[config.mk]
export PLATFORM = sky130hd
export DESIGN_NAME = mc_core_param
export DESIGN_NICKNAME = d
export VERILOG_FILES = /design/src/rtl/mc_core_param.sv
export SDC_FILE = /design/constraint.sdc
export NUM_CORES = 2
export LEC_CHECK = 0
export CELL_PAD_IN_SITES_DETAIL_PLACEMENT = 2
export CELL_PAD_IN_SITES_GLOBAL_PLACEMENT = 2
export CORE_MARGIN = 1.5
export CORE_UTILIZATION = 28
export CTS_CLUSTER_SIZE = 8
export DETAILED_ROUTE_END_ITERATION = 8
export PLACE_DENSITY_LB_ADDON = 0.1
export SLEW_MARGIN = 20
export SYNTH_ARGS = -nofsm -noshare
export SYNTH_HDL_FRONTEND = slang
export SYNTH_SLANG_ARGS = --single-unit
[constraint.sdc]
create_clock -name clock -period 6.3 [get_ports clock]
set_input_delay 0.945 -clock clock [delete_from_list [all_inputs] [get_ports clock]]
set_output_delay 0.945 -clock clock [all_outputs]
set_load 0.05 [all_outputs]
[src/rtl/mc_core_param.sv]
// mc_core_param: parametrised multi-cycle MIPS-subset core (FETCH/DECODE/EXEC/MEM/WB/HALT) with req/ready memory port.
// Optional: define MC_CORE_OVF_TRAP_EN to halt with exc_code 3 on signed overflow of add/sub/addi.
module mc_core_param #(
  parameter int                ADDR_W   = 32,
  parameter int                NUM_REGS = 32,
  parameter logic [ADDR_W-1:0] RESET_PC = '0
) (
  input  logic              clock,
  input  logic              reset,
  output logic              mem_req,
  output logic              mem_we,
  output logic [ADDR_W-1:0] mem_addr,
  output logic [31:0]       mem_wdata,
  input  logic [31:0]       mem_rdata,
  input  logic              mem_ready,
  output logic [ADDR_W-1:0] pc_out,
  output logic [2:0]        state_out,
  output logic              halted,
  output logic [1:0]        exc_code
);
  localparam int RW = $clog2(NUM_REGS);

  typedef enum logic [2:0] {
    S_FETCH = 3'd0, S_DECODE = 3'd1, S_EXEC = 3'd2, S_MEM = 3'd3, S_WB = 3'd4, S_HALT = 3'd5
  } state_t;

  typedef enum logic [1:0] {
    EXC_NONE = 2'd0, EXC_ILLEGAL = 2'd1, EXC_ALIGN = 2'd2, EXC_OVF = 2'd3
  } exc_t;

  typedef struct packed {
    logic r_alu;
    logic brk;
    logic addi;
    logic lw;
    logic sw;
    logic beq;
    logic j;
    logic legal;
  } dec_t;

  state_t            state, state_nxt;
  exc_t              exc, exc_nxt;
  logic              started;
  logic [ADDR_W-1:0] pc;
  logic [31:0]       ir, a, b, alu_out, mdr;
  logic [31:0]       rf [NUM_REGS];
  dec_t              dec;

  logic [5:0]        op, funct;
  logic [4:0]        rs, rt, rd;
  logic [RW-1:0]     rs_idx, rt_idx, wb_idx;
  logic [31:0]       simm, pc32, br_tgt, jt32, wb_data;
  logic [31:0]       opb, sum, diff, alu_res;
  logic              mem_accept, misalign, ovf_trap;

  assign op     = ir[31:26];
  assign rs     = ir[25:21];
  assign rt     = ir[20:16];
  assign rd     = ir[15:11];
  assign funct  = ir[5:0];
  assign rs_idx = rs[RW-1:0];
  assign rt_idx = rt[RW-1:0];
  assign simm   = {{16{ir[15]}}, ir[15:0]};
  assign pc32   = 32'(pc);
  assign br_tgt = pc32 + {simm[29:0], 2'b00};
  assign jt32   = {pc32[31:28], ir[25:0], 2'b00};

  always_comb begin
    dec      = '0;
    dec.addi = (op == 6'h08);
    dec.lw   = (op == 6'h23);
    dec.sw   = (op == 6'h2B);
    dec.beq  = (op == 6'h04);
    dec.j    = (op == 6'h02);
    if (op == 6'h00) begin
      case (funct)
        6'h20, 6'h22, 6'h24, 6'h25, 6'h2A: dec.r_alu = 1'b1;
        6'h0D:                             dec.brk   = 1'b1;
        default: ;
      endcase
    end
    dec.legal = dec.r_alu | dec.brk | dec.addi | dec.lw | dec.sw | dec.beq | dec.j;
  end

  // Operand B is the register for R-type, the sign-extended immediate for addi/lw/sw.
  assign opb  = dec.r_alu ? b : simm;
  assign sum  = a + opb;
  assign diff = a - b;

  always_comb begin
    alu_res = sum;
    if (dec.r_alu) begin
      case (funct)
        6'h22:   alu_res = diff;
        6'h24:   alu_res = a & b;
        6'h25:   alu_res = a | b;
        6'h2A:   alu_res = {31'd0, $signed(a) < $signed(b)};
        default: alu_res = sum;
      endcase
    end
  end

  assign misalign = (dec.lw || dec.sw) && (sum[1:0] != 2'b00);

`ifdef MC_CORE_OVF_TRAP_EN
  logic add_ovf, sub_ovf;
  assign add_ovf  = (a[31] == opb[31]) && (sum[31] != a[31]);
  assign sub_ovf  = (a[31] != b[31]) && (diff[31] != a[31]);
  assign ovf_trap = ((dec.addi || (dec.r_alu && funct == 6'h20)) && add_ovf) ||
                    (dec.r_alu && funct == 6'h22 && sub_ovf);
`else
  assign ovf_trap = 1'b0;
`endif

  // started holds off the first request until the first edge after reset release,
  // and clears asynchronously so a pending request is dropped at once.
  assign mem_req    = started && (state == S_FETCH || state == S_MEM);
  assign mem_we     = (state == S_MEM) && dec.sw;
  assign mem_addr   = (state == S_MEM) ? alu_out[ADDR_W-1:0] : pc;
  assign mem_wdata  = b;
  assign mem_accept = mem_req && mem_ready;

  assign pc_out    = pc;
  assign state_out = state;
  assign halted    = (state == S_HALT);
  assign exc_code  = exc;

  always_ff @(posedge clock or negedge reset) begin
    if (!reset) begin
      state   <= S_FETCH;
      exc     <= EXC_NONE;
      started <= 1'b0;
    end else begin
      state   <= state_nxt;
      exc     <= exc_nxt;
      started <= 1'b1;
    end
  end

  always_comb begin
    state_nxt = state;
    exc_nxt   = exc;
    case (state)
      S_FETCH:  if (mem_accept) state_nxt = S_DECODE;
      S_DECODE: begin
        if (!dec.legal) begin
          state_nxt = S_HALT;
          exc_nxt   = EXC_ILLEGAL;
        end else if (dec.brk) state_nxt = S_HALT;
        else if (dec.j)       state_nxt = S_FETCH;
        else                  state_nxt = S_EXEC;
      end
      S_EXEC: begin
        if (misalign) begin
          state_nxt = S_HALT;
          exc_nxt   = EXC_ALIGN;
        end else if (dec.lw || dec.sw) state_nxt = S_MEM;
        else if (dec.beq)              state_nxt = S_FETCH;
        else if (ovf_trap) begin
          state_nxt = S_HALT;
          exc_nxt   = EXC_OVF;
        end else state_nxt = S_WB;
      end
      S_MEM:    if (mem_accept) state_nxt = dec.sw ? S_FETCH : S_WB;
      S_WB:     state_nxt = S_FETCH;
      S_HALT:   state_nxt = S_HALT;
      default:  state_nxt = S_HALT;
    endcase
  end

  always_ff @(posedge clock or negedge reset) begin
    if (!reset) begin
      pc      <= RESET_PC;
      ir      <= '0;
      a       <= '0;
      b       <= '0;
      alu_out <= '0;
      mdr     <= '0;
    end else begin
      case (state)
        S_FETCH: if (mem_accept) begin
          ir <= mem_rdata;
          pc <= pc + ADDR_W'(4);
        end
        S_DECODE: begin
          a       <= rf[rs_idx];
          b       <= rf[rt_idx];
          alu_out <= br_tgt;
          if (dec.j) pc <= jt32[ADDR_W-1:0];
        end
        S_EXEC: begin
          if (dec.beq) begin
            if (a == b) pc <= alu_out[ADDR_W-1:0];
          end else alu_out <= alu_res;
        end
        S_MEM: if (mem_accept && dec.lw) mdr <= mem_rdata;
        default: ;
      endcase
    end
  end

  assign wb_idx  = dec.r_alu ? rd[RW-1:0] : rt_idx;
  assign wb_data = dec.lw ? mdr : alu_out;

  // r0 is never written, so it reads zero without a read-side mux.
  always_ff @(posedge clock or negedge reset) begin
    if (!reset) begin
      for (int i = 0; i < NUM_REGS; i++) rf[i] <= '0;
    end else if (state == S_WB && wb_idx != '0) begin
      rf[wb_idx] <= wb_data;
    end
  end

  logic unused_bits;
  assign unused_bits = &{1'b0, ir[10:6], rs, rt, rd, alu_out};

endmodule
After elaboration in Yosys (flattened, before gate mapping)
Index checks and enable logic that the tools add are counted.
Operators by class
  $lt $le $gt $ge: 5
  equality and inequality tests: 25
  reduce and logical (&&, ||, !) cells: 24
  bitwise gates (word level): 12
  $add $sub $neg: 4
  multiplexer cells: 38
Operators with widths (count)
  $bwmux 1024: 1
  $mux 32: 13
  $bmux 32 s5: 2
  $demux 32 s5: 1
  $pmux 32 s4: 1
  $pmux 32 s3: 1
  $add 32x32->32: 2
  $pmux 32 s2: 1
  $eq 6x6->1 const B: 7
  $add 32x3->32 const B: 1
  $and 32x32->32: 1
  $eq 32x32->1: 1
  $lt 32x32->1: 1
  $or 32x32->32: 1
  $sub 32x32->32: 1
  $mux 28: 1
  $mux 3: 8
  $ge 6x6->1 const B: 3
  $not 5->6: 3
  $ne 2x2->1 const B: 8
  $pmux 3 s5: 1
  $eq 6x4->1 const B: 2
  $reduce_and 5->1: 2
  $mux 2: 4
  21 further kinds: 41
Storage, ports and cells
  word-level logic and storage cells: 150
  register bits after elaboration: 1222
  output and inout port bits: 104

Logic depth before layout (Yosys ltp)
  depth after elaboration: 12
  depth in mapped cells: 21

Least setup slack after synthesis
No wires, ideal clock.
  path type: register to register
  from: register ir[27]
  to: register alu_out[31]
  period minus slack after synthesis: 4596 ps
  buffers on the path: 4
  arrival time: 4500 ps
  data required time: 6205 ps
  library setup time: 95 ps
  cell stages (with the launch flop): 20
  setup slack: 1704 ps
  cell sequence: dfrtp_1 nor4_2 and3_1 and3_1 buf_4 buf_4 buf_2 buf_1 mux2_2 ha_1 o211ai_1 o21ai_0 o2111a_1 nor3_1 or4_1 nand3_1 a41oi_1 xnor2_1 nor2_1 o31ai_1
On the way
  longest elaborated chain between the ends: 8
  elaborated cells on any way between the ends: 11
Ends and longest elaborated chain
  from (decl): RTL line 46  | logic [31:0] ir, a, b, alu_out, mdr;
  from (signal assigned): RTL line 183  | ir <= mem_rdata;
  $logic_not 6->1: RTL line 76  | if (op == 6'h00) begin
  $mux 2: RTL line 76
  $mux 32: RTL line 87  | assign opb = dec.r_alu ? b : simm;
  $add 32x32->32: RTL line 88  | assign sum = a + opb;
  $pmux 32 s4: RTL line 94  | case (funct)
  $mux 32: RTL line 93  | if (dec.r_alu) begin
  $mux 32: RTL line 193  | if (dec.beq) begin
  $pmux 32 s2: RTL line 181  | case (state)
  to (signal assigned): RTL line 189  | alu_out <= br_tgt;
  to (signal assigned): RTL line 195  | end else alu_out <= alu_res;
  to (decl): RTL line 46
Parallel ways exist; a longest one is shown, timed or not. The select of a mux whose other input is x is not followed.
A chain may end at the register's enable or synchronous reset.

Final worst setup path
Same ends and word-level chain as after synthesis.

==> results.py <==
metrics = {
    "setup_path": {
        "critPathKind": "flop to flop",
        "reg2reg_depth": 16,
        "worst-path-buf-inv": 1,
        "r2r-start": "ir[27]$_DFFE_PN0P_",
        "r2r_end": "alu_out[31]$_DFFE_PN0P_",
        "ff2ff_setup_slack_ps": 1080,
        "worstPathMaxFanout": 22,
        "critPathTopFamily": "simple AND/OR/NAND/NOR gates",
        "worst_path_largest_cell_delay_ps": 560,
        "required_ps": 7020,
        "cp-end-kind": "flop",
        "startpoint_type": "flop",
        "slowest_stage": "and3_2",
        "crit_chain": "nor4_2 > and3_1 > and3_2 > mux2_2 > ha_1 > o211ai_1 > o21ai_0 > o2111a_1 > nor3_1 > buf_4 > or4_1 > nand3_1 > a41oi_1 > xnor2_1 > nor2_1 > o31ai_1",
        "crit_arrival_ps": 5940,
    },
    "sta": {
        "clock.fmax_ghz": 0.191,
        "setup_viol": 0,
        "layout_min_cycle_time_ps": 5220,
        "slew_violations": 0,
        "rsz0062_at_grt": "false",
        "worst_pin_slew_ps": 1140,
        "fin_crit_sh_pct": 82.9,
        "fin_tns_setup_ps": 0,
        "hold_viol_final": 0,
        "relSlewSlack_pct": 21.9,
        "finalClockSkew_ps": 37.7,
    },
    "place": {
        "port_buffers": 138,
        "dp_hpwl_um": 186000,
        "dp_cells": 9077,
        "gp_congestion": 0.820,
        "postPlaceCellArea_sq_mm": 0.0732,
    },
    "clock_tree": {
        "clkTransAtPathRegs_ps": 60,
        "clockBufferDepth": 3,
        "cts_tree": "built",
        "clock-sinks": 1222,
        "h-tree-depth": 4,
        "clock_latency_ps": 850,
        "cts_resized": 0,
        "cts_buffers": 175,
        "post_cts_buffers": 0,
        "cts_root_buf": "clkbuf_16",
        "cts_hold_buf": 0,
    },
    "floorplan": {
        "core.rowCount": 180,
        "dieArea_sq_mm": 0.246,
        "core_sq_mm": 0.241,
        "start_util_pct": 28.2,
        "boundaryPins": 139,
        "die_h_um": 496,
        "die_x_um": 496,
    },
    "detailed_routing": {
        "wl_per_cell_um": 31.2,
        "num_vias": 51500,
        "post-route-drc-count": 0,
        "drt_wl_total_um": 290000,
        "antenna_left": 0,
        "first_pass_iters": 5,
        "drt_iter0_drc": 3141,
        "routed_via_density": 5.54,
    },
    "synthesis": {
        "avgSynthCellArea_sq_um": 11.1,
        "yosysWarnings": 0,
        "synthDominantCellAreaShare_pct": 45.0,
        "syn_nets": 6349,
        "synth_area_leader_cell": "dfrtp_1",
        "syn_inst": 6151,
        "synth_cell_types": 79,
        "syn_area_sq_mm": 0.0680,
        "synth-seq-cells": 1222,
        "synthFlopType": "dfrtp_1",
        "async_flop_share_pct": 100,
        "synthTopCellsByArea": "dfrtp_1 45%, mux4_2 21%, o21ai_0 5.0%",
        "synth_edf_count": 0,
        "ys_seq_area_share_pct": 45.0,
    },
    "global_routing": {
        "grt_pass1_wl_um": 422000,
        "overflow": 0,
        "grt.total_usage_pct": 23.7,
        "antenna_found_initial": 13,
        "grt_pass1_vias": 56300,
        "grt_max_degree": 142,
    },
    "cells_and_area": {
        "nets": 6269,
        "multi_input_area_sq_mm": 0.0351,
        "instances_no_fill": 9297,
        "final_area_sq_mm": 0.0780,
        "layout_common_cells": "1212 x dfrtp_1, 674 x o21ai_0, 667 x nor2_1",
        "n_fill_cell": 25500,
        "syn_to_final_growth_pct": 14.8,
        "drive_gt1_share_pct": 20.2,
        "layout_commonest_cell": "dfrtp_1",
        "seq_area_sq_mm": 0.0306,
    },
    "power_and_ir_drop": {
        "power.density_mw_per_mm2": 217,
        "power.leakage_uw": 0.0317,
        "vdd_drop_max_uv": 195,
    },
    "status": {
        "outcome": "finished, final reports clean",
    },
    "worst_hold_path": {
        "hold_path.class": "primary input to asynchronous set/reset pin",
    },
    "run": {
        "maxCapViolCount": 0,
    },
}
==> worst max path at each step <==
stage / start / endpoint / slack, ps / depth (start not counted)
CTS: ir[29]$_DFFE_PN0P_ / rf[829]$_DFFE_PN0P_ / 1080 / 10
floorplan: ir[27]$_DFFE_PN0P_ / alu_out[31]$_DFFE_PN0P_ / 1700 / 19
global placement: ir[27]$_DFFE_PN0P_ / rf[826]$_DFFE_PN0P_ / 1230 / 10
global route: ir[27]$_DFFE_PN0P_ / alu_out[31]$_DFFE_PN0P_ / 780 / 16
detailed placement: ir[29]$_DFFE_PN0P_ / rf[830]$_DFFE_PN0P_ / 1130 / 10
finish: ir[27]$_DFFE_PN0P_ / alu_out[31]$_DFFE_PN0P_ / 1080 / 16
==> logic make-up (layout without fill, tap and decap cells) <==
| kind of cell | Yosys count | in the layout | synth area share (%) |
|---|---|---|---|
| buf+inv | 690 | 648 | 4.20 |
| other cells | 1 | 4 | 0.00552 |
| fa+ha+maj | 163 | 163 | 3.03 |
| xor+xnor | 80 | 80 | 1.03 |
| simple gates | 1549 | 1549 | 9.37 |
| flops | 1222 | 1222 | 45.0 |
| mux | 843 | 843 | 24.4 |
| compound gates | 1603 | 1603 | 13.0 |
==> flip-flops by register name, indices dropped and copies added (netlist names) <==
signal,cells
ir,32
mdr,32
a,32
rf,1024
exc_code,2
state_out,3
alu_out,32
pc_out,32
started,1
mem_wdata,32
==> synth_stat cells (all sizes together) (14+ instances only) <==
cell / number
o211ai: 22
buf: 194
a31oi: 22
ha: 160
inv: 110
xnor2: 57
o21ai: 695
nand3: 34
nor2: 672
a21o: 53
clkbuf: 386
dfrtp: 1222
nor2b: 25
a211oi: 14
nand2b: 24
mux2: 104
mux2i: 99
nand2: 660
xor2: 23
a21oi: 649
a221oi: 26
and3: 20
nor3: 39
mux4: 640
==> area by class of cell <==
| class | instances | area share [%] |
|---|---|---|
| antenna | 3 | 0.00962 |
| clock buffer | 203 | 5.89 |
| clock inverter | 12 | 0.234 |
| inverter | 110 | 0.529 |
| multi-input combinational | 4239 | 45.0 |
| sequential | 1222 | 39.2 |
| tap | 3185 | 5.11 |
| timing repair buffer | 323 | 4.01 |
==> worst register-to-register path: cells and delay by family (launching register included) <==
kind / cells / cell delay [ps]
simple gates: 7 / 2210
flops: 1 / 440
compound gates: 5 / 1340
buf+inv: 1 / 180
fa+ha+maj: 1 / 350
mux: 1 / 410
xor+xnor: 1 / 180
==> where the power goes <==
part | internal, uW | switching [uW] | total (uW) | leakage, uW
registers | 7860 | 0.0622 | 7860 | 0.0170
logic | 34.3 | 188 | 223 | 0.0123
clock network | 5070 | 3750 | 8820 | 0.00234
==> per-stage QoR <==
stage	power [uW]	hold WS [ps]	setup WS [ps]	util [%]
finish	16900	34.7	1080	32.4
global route	17500	41.4	776	32.4
CTS	17200	1.91	1080	32.3
detailed placement	8230	383	1130	30.4
global placement	8230	377	1230	30.3
floorplan	8000	441	1700	-
==> metal layers <==
metal	GRT usage [%]	wire length, um
met3	2.40	8770
met2	38.4	136000
met4	5.70	6440
met5	0	0
met1	34.1	139000
Note: power is estimated with default switching activity, not from simulation.
